<file path="src/rtl/ft60x_bus_ctrl.sv">
// rtl/ft60x_bus_ctrl.sv - FT600/FT601 synchronous FIFO bus master
// Moves words from a TX show-ahead FIFO to the FT60x and from the FT60x into an RX sink, in bounded bursts.
module ft60x_bus_ctrl #(
  parameter int DATA_W    = 32,
  parameter int MAX_BURST = 256,
  parameter int ARB_MODE  = 0,
  localparam int BE_W     = DATA_W / 8
) (
  input  logic              iCLK,
  input  logic              reset,
  input  logic              iTXE_N,
  input  logic              iRXF_N,
  output logic              oOE_N,
  output logic              oRD_N,
  output logic              oWR_N,
  input  logic [DATA_W-1:0] iDATA,
  output logic [DATA_W-1:0] oDATA,
  output logic [BE_W-1:0]   oBE,
  output logic              oDATA_OE,
  input  logic [BE_W-1:0]   iBE,
  input  logic [DATA_W-1:0] tx_data,
  input  logic [BE_W-1:0]   tx_be,
  input  logic              tx_empty,
  output logic              tx_rd,
  output logic [DATA_W-1:0] rx_data,
  output logic [BE_W-1:0]   rx_be,
  input  logic              rx_full,
  output logic              rx_wr,
  output logic              oBUSY,
  output logic [31:0]       tx_words,
  output logic [31:0]       rx_words
);

  localparam int CNT_W = $clog2(MAX_BURST + 1);
  localparam logic [CNT_W-1:0] CNT_LAST = CNT_W'(MAX_BURST - 1);

  typedef enum logic [2:0] {
    S_IDLE, S_WR, S_WR_END, S_RD_OE, S_RD, S_RD_END
  } state_t;

  state_t           state, state_nxt;
  logic [CNT_W-1:0] burst_cnt, burst_cnt_nxt;
  logic             last_rx, last_rx_nxt;
  logic             rx_req, tx_req;

  assign oDATA   = tx_data;
  assign oBE     = tx_be;
  assign rx_data = iDATA;
  assign rx_be   = iBE;
  assign oBUSY   = (state != S_IDLE);

  always_ff @(posedge iCLK or posedge reset) begin
    if (reset) begin
      state     <= S_IDLE;
      burst_cnt <= '0;
      last_rx   <= 1'b0;
      tx_words  <= '0;
      rx_words  <= '0;
    end else begin
      state     <= state_nxt;
      burst_cnt <= burst_cnt_nxt;
      last_rx   <= last_rx_nxt;
      if (tx_rd) tx_words <= tx_words + 32'd1;
      if (rx_wr) rx_words <= rx_words + 32'd1;
    end
  end

  always_comb begin
    state_nxt     = state;
    burst_cnt_nxt = burst_cnt;
    last_rx_nxt   = last_rx;
    oOE_N         = 1'b1;
    oRD_N         = 1'b1;
    oWR_N         = 1'b1;
    oDATA_OE      = 1'b0;
    tx_rd         = 1'b0;
    rx_wr         = 1'b0;
    rx_req        = !iRXF_N && !rx_full;
    tx_req        = !iTXE_N && !tx_empty;

    case (state)
      S_IDLE: begin
        // In round-robin mode RX yields a tie only when it held the last grant.
        if (rx_req && (!tx_req || (ARB_MODE == 0) || !last_rx)) begin
          state_nxt     = S_RD_OE;
          burst_cnt_nxt = '0;
          last_rx_nxt   = 1'b1;
        end else if (tx_req) begin
          state_nxt     = S_WR;
          burst_cnt_nxt = '0;
          last_rx_nxt   = 1'b0;
        end
      end
      S_WR: begin
        oDATA_OE = 1'b1;
        oWR_N    = tx_empty;
        tx_rd    = !tx_empty && !iTXE_N;
        if (tx_rd) burst_cnt_nxt = burst_cnt + CNT_W'(1);
        if (iTXE_N || tx_empty || (tx_rd && burst_cnt == CNT_LAST)) state_nxt = S_WR_END;
      end
      S_WR_END: state_nxt = S_IDLE;
      S_RD_OE: begin
        oOE_N     = 1'b0;
        state_nxt = S_RD;
      end
      S_RD: begin
        oOE_N = 1'b0;
        oRD_N = 1'b0;
        rx_wr = rx_req;
        if (rx_wr) burst_cnt_nxt = burst_cnt + CNT_W'(1);
        if (iRXF_N || rx_full || (rx_wr && burst_cnt == CNT_LAST)) state_nxt = S_RD_END;
      end
      S_RD_END: state_nxt = S_IDLE;
      default:  state_nxt = S_IDLE;
    endcase
  end

endmodule

</file>
<file path="config.mk">
export PLATFORM = sky130hd
export DESIGN_NAME = ft60x_bus_ctrl
export DESIGN_NICKNAME = d
export VERILOG_FILES = /design/src/rtl/ft60x_bus_ctrl.sv
export SDC_FILE = /design/constraint.sdc
export NUM_CORES = 1
export LEC_CHECK = 0
export ABC_AREA = 1
export CORE_MARGIN = 2
export CORE_UTILIZATION = 46
export DETAILED_ROUTE_END_ITERATION = 10
export GPL_TIMING_DRIVEN = 1
export MAX_ROUTING_LAYER = met4
export PLACE_DENSITY = 0.88
export SYNTH_ARGS = -nofsm -noshare
export SYNTH_HDL_FRONTEND = slang
export SYNTH_SLANG_ARGS = --single-unit
</file>
<file path="constraint.sdc">
create_clock -name iCLK -period 6.6 [get_ports iCLK]
set_input_delay 1.32 -clock iCLK [delete_from_list [all_inputs] [get_ports iCLK]]
set_output_delay 1.32 -clock iCLK [all_outputs]
set_load 0.1 [all_outputs]
</file>
### Word level (Yosys, flattened, before mapping)

Cells that the tools add are included.
Widths: inputs -> output; s select.

| operators by class | value |
|---|---|
| add/subtract/negate cells | 3 |
| equality and inequality tests | 9 |
| muxes and demuxes | 16 |
| reductions and logical operators | 18 |

Operators with widths:

| operator | number |
|---|---|
| $add 32x1->32 const B | 2 |
| $mux 9 | 4 |
| $pmux 9 s3 | 1 |
| $mux 3 | 4 |
| $pmux 3 s4 | 1 |
| $add 9x1->9 const B | 1 |
| $eq 9x8->1 const B | 1 |
| $ne 2x2->1 const B | 4 |
| $mux 1 | 6 |
| $reduce_bool 3->1 | 2 |
| $logic_and 1x1->1 | 4 |
| $logic_not 1->1 | 4 |
| $logic_or 1x1->1 | 4 |
| $reduce_and 4->1 | 1 |
| $eq 3x1->1 const B | 1 |
| $eq 3x2->1 const B | 1 |
| $eq 3x3->1 const B | 1 |
| $logic_not 3->1 | 1 |
| $ne 3x3->1 const B | 1 |
| $reduce_and 3->1 | 1 |
| $reduce_or 2->1 | 1 |

| storage, ports and cells | value |
|---|---|
| register bits | 76 |
| bits of input ports | 78 |
| output and inout port bits | 143 |
| word-level logic and storage cells | 50 |

### Logic depth before layout (Yosys ltp)

Gate-level depths: netlist (run 1).

| depth | value |
|---|---|
| depth in word-level cells | 6 |
| gate-level depth with buffers | 10 |

### Least setup slack after synthesis (run 1)

Ideal clock, no wire load.

| path | value |
|---|---|
| path kind | flip-flop to output port |
| from | register state[1] |
| to | output port oWR_N |
| data arrival time | 2133 ps |
| data required time | 5280 ps |
| slack | 3147 ps |
| cell stages (with the launch flop) | 5 |
| path buffers | 0 |
| cells stage by stage | dfrtp_1 > nor2_2 > nand2_1 > inv_1 > nand2_1 |

| between the ends | value |
|---|---|
| cells in the longest elaborated chain, start to end | 2 |

RTL lines:

| element | line | RTL |
|---|---|---|
| start: declaration | 41 | `state_t state, state_nxt;` |
| start signal: assignment | 60 | `state <= state_nxt;` |
| $eq 3x1->1 | 81 | `case (state)` |
| $mux 1 | 81 |  |
| end: declaration | 15 | `output logic oWR_N,` |

No other way between the ends.

### Worst setup path after layout (run 1)

| path | value |
|---|---|
| from | input port rx_full |
| to | output port rx_wr |

| between the ends | value |
|---|---|
| cells in the longest elaborated chain, start to end | 3 |

RTL lines:

| element | line | RTL |
|---|---|---|
| start: declaration | 27 | `input logic rx_full,` |
| $logic_not 1->1 | 78 | `rx_req = !iRXF_N && !rx_full;` |
| $logic_and 1x1->1 | 78 |  |
| $mux 1 | 81 |  |
| end: declaration | 28 | `output logic rx_wr,` |

No other way between the ends.

==> flow_summary_export.csv, run 1 <==
group,metric,value,unit
clock_tree,post_cts_buffers,0,
yosys,ys_warn_count,0,
global_route,overflow,0,
yosys,syn_inst,638,
global_route,grt.total_usage,0.196,
pwr,cellLeakagePower,2.55,nW
placement,portBuffers,76,
yosys,synth_nets,720,
die,die_area,11300,sq um
routing,vias,3978,
worst_setup_path,ff2ff_path_depth,8,
placement,dpl_cell_area,5200,sq um
worst_setup_path,cp-start-kind,"input port",
global_route,grt_antenna_before_repair,0,
global_route,grt_pass1_wl,17.3,mm
routing,vias_per_cell,5.02,
routing,drtIter0Drc,246,
layout,insertedDiodeCount,0,
timing,fin_crit,4.86,ns
timing,setup_violations,0,
yosys,synth-edff-count,0,
worst_setup_path,cp_max_fo,10,
worst_setup_path,worst_ep_required_time,5.28,ns
clock_tree,cts_max_path_buffers,2,
worst_setup_path,critPathKind,"input port to output pin",
layout,area_growth,12.2,%
yosys,synth_seq_cells,76,
timing,tns,0,ns
routing,drc,0,
timing,rsz0062_at_grt,"no",
job,maxCapViolCount,0,
clock_tree,htreeDepth,3,
pwr,ir_drop,0.303,mV
die,die_height,106,microns
timing,tightest_slew,1.03,ns
clock_tree,cts_resized,0,
timing,finalCritPeriodShare,0.736,
timing,drv_slew,0,
status,outcome,"finished, final reports clean",
clock_tree,cts_tree,"yes",
die,row_count,37,
clock_tree,cts_buffers,9,
timing,finalClockSkew,0.0178,ns
routing,ant_nets,0,
layout,final_common_cell,"nand2_1",
layout,layout-drive-gt1-share,0.0624,
die,chipWidth,106,microns
layout,postLayoutCellArea,5400,sq um
timing,hold_viol,0,
clock_tree,clock-sinks,76,
routing,wl,10.4,mm
clock_tree,cts_hold_buf,0,
min_path,hp-class,"flip-flop to flip-flop",
yosys,synthArstFlopShare,1.00,
timing,slew_headroom,0.313,
layout,final_cell_mix,"nand2_1, inv_1, dfrtp_1, clkdlybuf4s50_1, nor2_1",
placement,post-place-ws,1.76,ns
clock_tree,root_buffer,"clkbuf_8",
die,io_pins,221,
worst_setup_path,cp-startpoint,"rx_full",
timing,max_freq,206,MHz
worst_setup_path,cp_data_arrival_time,3.54,ns
global_route,grt_max_degree,77,
clock_tree,clock_latency,0.36,ns
yosys,synth.avg_cell_area,7.55,sq um
placement,place_hpwl,7.68,mm
global_route,first_global_vias,3692,
die,start_util,0.471,
worst_setup_path,r2r_start,"state[1]$_DFFE_PP0P_",
worst_setup_path,worstSetupEndpointType,"output pin",
yosys,netlist_area,4810,sq um
pwr,p_per_area,250,nW/um^2
layout,num-nets-final,734,
yosys,ys_types,25,
min_path,hold_depth,1,
die,core,10200,sq um
timing,setup_ws,1.74,ns
yosys,yosysSeqAreaShare,0.395,
routing,wl_per_cell,13.1,microns
min_path,worstHoldStart,"rx_words[19]$_DFFE_PP0P_",
yosys,synth-main-ff-cell,"dfrtp_1",
routing,first_pass_iters,7,
placement,routabilityCongestion,0.937,
clock_tree,path_clk_slew,0.09,ns
-- synthesized netlist by cell type, types with 2 or more instances --
cell	instances	share of area
buf_2	2	0.0021
inv_1	78	0.061
nor2_4	5	0.012
buf_4	72	0.11
nand3b_1	8	0.012
nor3_1	14	0.015
nand3_1	51	0.053
nor4_1	2	0.0026
nor2_1	65	0.051
nand4_1	15	0.019
xor2_1	25	0.045
nand2_1	175	0.14
nand2_4	3	0.0070
xnor2_1	15	0.027
ha_1	4	0.010
o21ai_0	9	0.0094
dfrtp_1	76	0.40
nor2_2	12	0.016
-- critical path, cell delays in order --
cell             delay [ns]
clkdlybuf4s50_1        0.42
nor2_2                 0.22
inv_1                  0.17
nor2_8                 0.23
clkdlybuf4s50_1        1.17
-- flip-flops by register name, indices dropped and copies added (netlist names) --
register / count
state: 3
tx_words: 32
rx_words: 32
burst_cnt: 9
-- power breakdown --
part	leakage, nW	internal [mW]	switching (mW)
Combinational	1.42	0.0994	0.351
Clock	0.0999	0.187	0.187
Sequential	1.03	0.493	0.0350
-- logic make-up (layout without fill, tap and decap cells) --
group | count (synthesis) | in the layout | share of synthesized area
AO/OA/AOI/OAI | 13 | 13 | 0.0156
XOR/XNOR | 40 | 40 | 0.0728
adder cells (fa/ha/maj) | 4 | 4 | 0.0104
buffers and inverters | 152 | 171 | 0.175
flip-flops | 76 | 76 | 0.395
AND/OR/NAND/NOR | 353 | 353 | 0.331
-- metal layers --
layer	GRT usage	share of wire	vias to the layer above
met2	0.294	0.46	122
met4	0.0742	0.016	0
met3	0.0411	0.055	17
met1	0.262	0.47	1898
met5	-	0	-
li1	-	-	1941
-- final timing paths --
kind | to | slack, ns
max | rx_wr | 1.74
min | rx_words[19]$_DFFE_PP0P_ | 0.50
max reg2reg | rx_words[24]$_DFFE_PP0P_ | 4.56
min reg2reg | rx_words[19]$_DFFE_PP0P_ | 0.50
max in group asynchronous | rx_words[2]$_DFFE_PP0P_ | 4.40
min in group asynchronous | tx_words[20]$_DFFE_PP0P_ | 1.59
-- stage by stage --
stage	hold slack, ns	std cells	total power, mW	utilization
global placement	0.471	777	0.983	0.508
finish	0.497	793	1.35	0.528
global route	0.514	793	1.41	0.528
floorplan	0.453	638	1.09	-
detailed placement	0.482	777	0.987	0.508
CTS	0.502	793	1.36	0.528
-- final cells by class --
| cell class | instances | area (sq um) |
|---|---|---|
| well taps | 136 | 170 |
| inverters | 78 | 293 |
| flip-flops and latches | 76 | 1900 |
| clock buffers | 11 | 141 |
| clock inverters | 5 | 60.1 |
| multi-input cells | 410 | 2070 |
| fillers | 928 | 4830 |
| repair buffers | 77 | 768 |
No activity file was read; power rests on OpenSTA's default activity.
==> inputs of run 2 (changes only) <==
Settings changed: CORE_UTILIZATION 46 to 42, PLACE_DENSITY 0.88 to 0.81.
Clock period 6.6 ns to 4.8 ns, I/O delays scaled along.
==> run 2 against run 1 <==
Compared with the run above:
- first-iteration DRC count increased by 11%
- critical path depth down 1
- wire length down 0.38%
- sequential power up 38%
- worst setup slack lost 0.28 ns
- power up 50%
- die area grew 9.2%
- final area is 1.8% higher
- clock skew shrank 0.0094 ns
- register-to-register slack lost 1.8 ns
- via count down 2.3%
- critical path type is now flip-flop to output pin
- critical endpoint is now oDATA_OE
- largest power group unchanged
- highest routed layer unchanged
==> flow_summary_export.csv, run 2 (synthesis results as in run 1) <==
group,metric,value,unit
status,outcome,"finished, final reports clean",
worst_setup_path,worst_ep_required_time,3.84,ns
clock_tree,root_buffer,"clkbuf_16",
worst_setup_path,cp_cell_sequence,"nor2_2 > nand2_1 > inv_1 > clkdlybuf4s50_1",
timing,drv_slew,0,
timing,tns,0,ns
clock_tree,clock-sinks,76,
timing,fin_crit,3.34,ns
timing,slew_headroom,0.313,
worst_setup_path,cp_max_fo,4,
worst_setup_path,cp_slowest_stage_delay,1.15,ns
layout,n_fill_cell,1090,
pwr,p_per_area,368,nW/um^2
timing,setup_violations,0,
clock_tree,cts_max_path_buffers,2,
clock_tree,cts_resized,0,
die,row_count,39,
clock_tree,cts_buffers,9,
layout,num-nets-final,734,
layout,largestRegisters,"rx_words: 32 flops, tx_words: 32 flops, burst_cnt: 9 flops",
clock_tree,cts_tree,"yes",
routing,ant_nets,0,
job,maxCapViolCount,0,
routing,wl,10.3,mm
die,core,11300,sq um
die,chipWidth,111,microns
timing,tightest_slew,1.03,ns
routing,drc,0,
worst_setup_path,critPathKind,"flip-flop to output pin",
layout,final_cell_mix,"nand2_1, inv_1, dfrtp_1",
placement,portBuffers,76,
global_route,grt_pass1_wl,17.5,mm
timing,finalCritPeriodShare,0.696,
placement,routabilityCongestion,0.911,
routing,vias,3888,
global_route,grt_antenna_before_repair,0,
timing,max_freq,299,MHz
timing,rsz0062_at_grt,"no",
worst_setup_path,slowest_stage,"clkdlybuf4s50_1",
worst_setup_path,cp-start-kind,"flip-flop",
global_route,grt.total_usage,0.180,
pwr,total_power,2.02,mW
routing,drtIter0Drc,274,
routing,first_pass_iters,4,
clock_tree,clock_latency,0.35,ns
routing,wl_per_cell,12.9,microns
clock_tree,post_cts_buffers,0,
clock_tree,cts_hold_buf,0,
clock_tree,htreeDepth,3,
global_route,overflow,0,
routing,vias_per_cell,4.86,
layout,layout-drive-gt1-share,0.0685,
layout,area_growth,14.3,%
pwr,cellLeakagePower,2.60,nW
die,die_area,12300,sq um
timing,hold_viol,0,
min_path,hp-class,"flip-flop to flip-flop",
clock_tree,path_clk_slew,0.06,ns
layout,final_common_cell,"nand2_1",
layout,insertedDiodeCount,0,
pwr,ir_drop,0.450,mV
die,io_pins,221,
worst_setup_path,cp_data_arrival_time,2.38,ns
placement,place_hpwl,7.64,mm
worst_setup_path,critPathTopFamily,"buffers and inverters",
die,start_util,0.425,
global_route,first_global_vias,3621,
worst_setup_path,critical_path_buf_inv_count,2,
timing,finalClockSkew,0.00838,ns
worst_setup_path,worstSetupEndpointType,"output pin",
global_route,grt_max_degree,44,
die,die_height,111,microns
[run 2: cell types whose count changed in the layout (fill, tap and decap cells not counted)]
cell,before,now
buf_4,1,4
clkinv_4,1,0
clkbuf_1,1,0
clkbuf_8,10,0
inv_6,1,2
clkinv_2,1,2
clkinvlp_4,1,2
clkbuf_16,0,9
clkdlybuf4s50_1,76,73
[run 2: final timing paths]
| path | startpoint | to | slack, ns | cells past startpoint |
|---|---|---|---|---|
| max | state[2]$_DFFE_PP0P_ | oDATA_OE | 1.46 | 4 |
| min | burst_cnt[8]$_DFFE_PP0P_ | burst_cnt[8]$_DFFE_PP0P_ | 0.50 | 2 |
| max reg2reg | state[0]$_DFFE_PP0P_ | rx_words[24]$_DFFE_PP0P_ | 2.79 | 8 |
| min reg2reg | burst_cnt[8]$_DFFE_PP0P_ | burst_cnt[8]$_DFFE_PP0P_ | 0.50 | 2 |
| max in group asynchronous | reset | tx_words[12]$_DFFE_PP0P_ | 2.76 | 3 |
| min in group asynchronous | reset | rx_words[11]$_DFFE_PP0P_ | 1.05 | 2 |
[run 2: final cells by class]
type | count | area [sq um] | share of cell area
Timing Repair Buffer | 77 | 761 | 0.138
Multi-Input combinational cell | 410 | 2070 | 0.376
Clock buffer | 9 | 225 | 0.0409
Clock inverter | 7 | 72.6 | 0.0132
Tap cell | 143 | 179 | 0.0325
Inverter | 78 | 293 | 0.0532
Sequential cell | 76 | 1900 | 0.346
[run 2: metal layers]
metal  global-route usage  vias to the layer above  part of all wire
met5                    -                        -                 0
met4               0.0642                        0             0.021
met3               0.0530                       24             0.063
met2                0.270                      118              0.46
met1                0.235                     1799              0.45
li1                     -                     1947                 -
[run 2: tightest hold or removal path: stages, from the launching register on]
cell	delay (ns)
dfrtp_1	0.34
nand2_1	0.05
o21ai_0	0.07
[run 2: per-stage QoR]
step           hold slack, ns   util  cell area [sq um]  cells  setup WS [ns]
2_1_floorplan           0.453      -               4810    638           1.71
3_3_place_gp            0.469  0.460               5200    784           1.53
3_5_place_dp            0.481  0.460               5200    784           1.50
4_1_cts                 0.496  0.486               5500    800           1.46
5_1_grt                 0.512  0.486               5500    800           1.36
6_report                0.495  0.486               5500    800           1.46
[run 2: power by group]
part           switching [mW]  internal (mW)
Sequential             0.0480          0.679
Combinational           0.478          0.134
Clock                   0.281          0.404
Total                   0.807           1.22
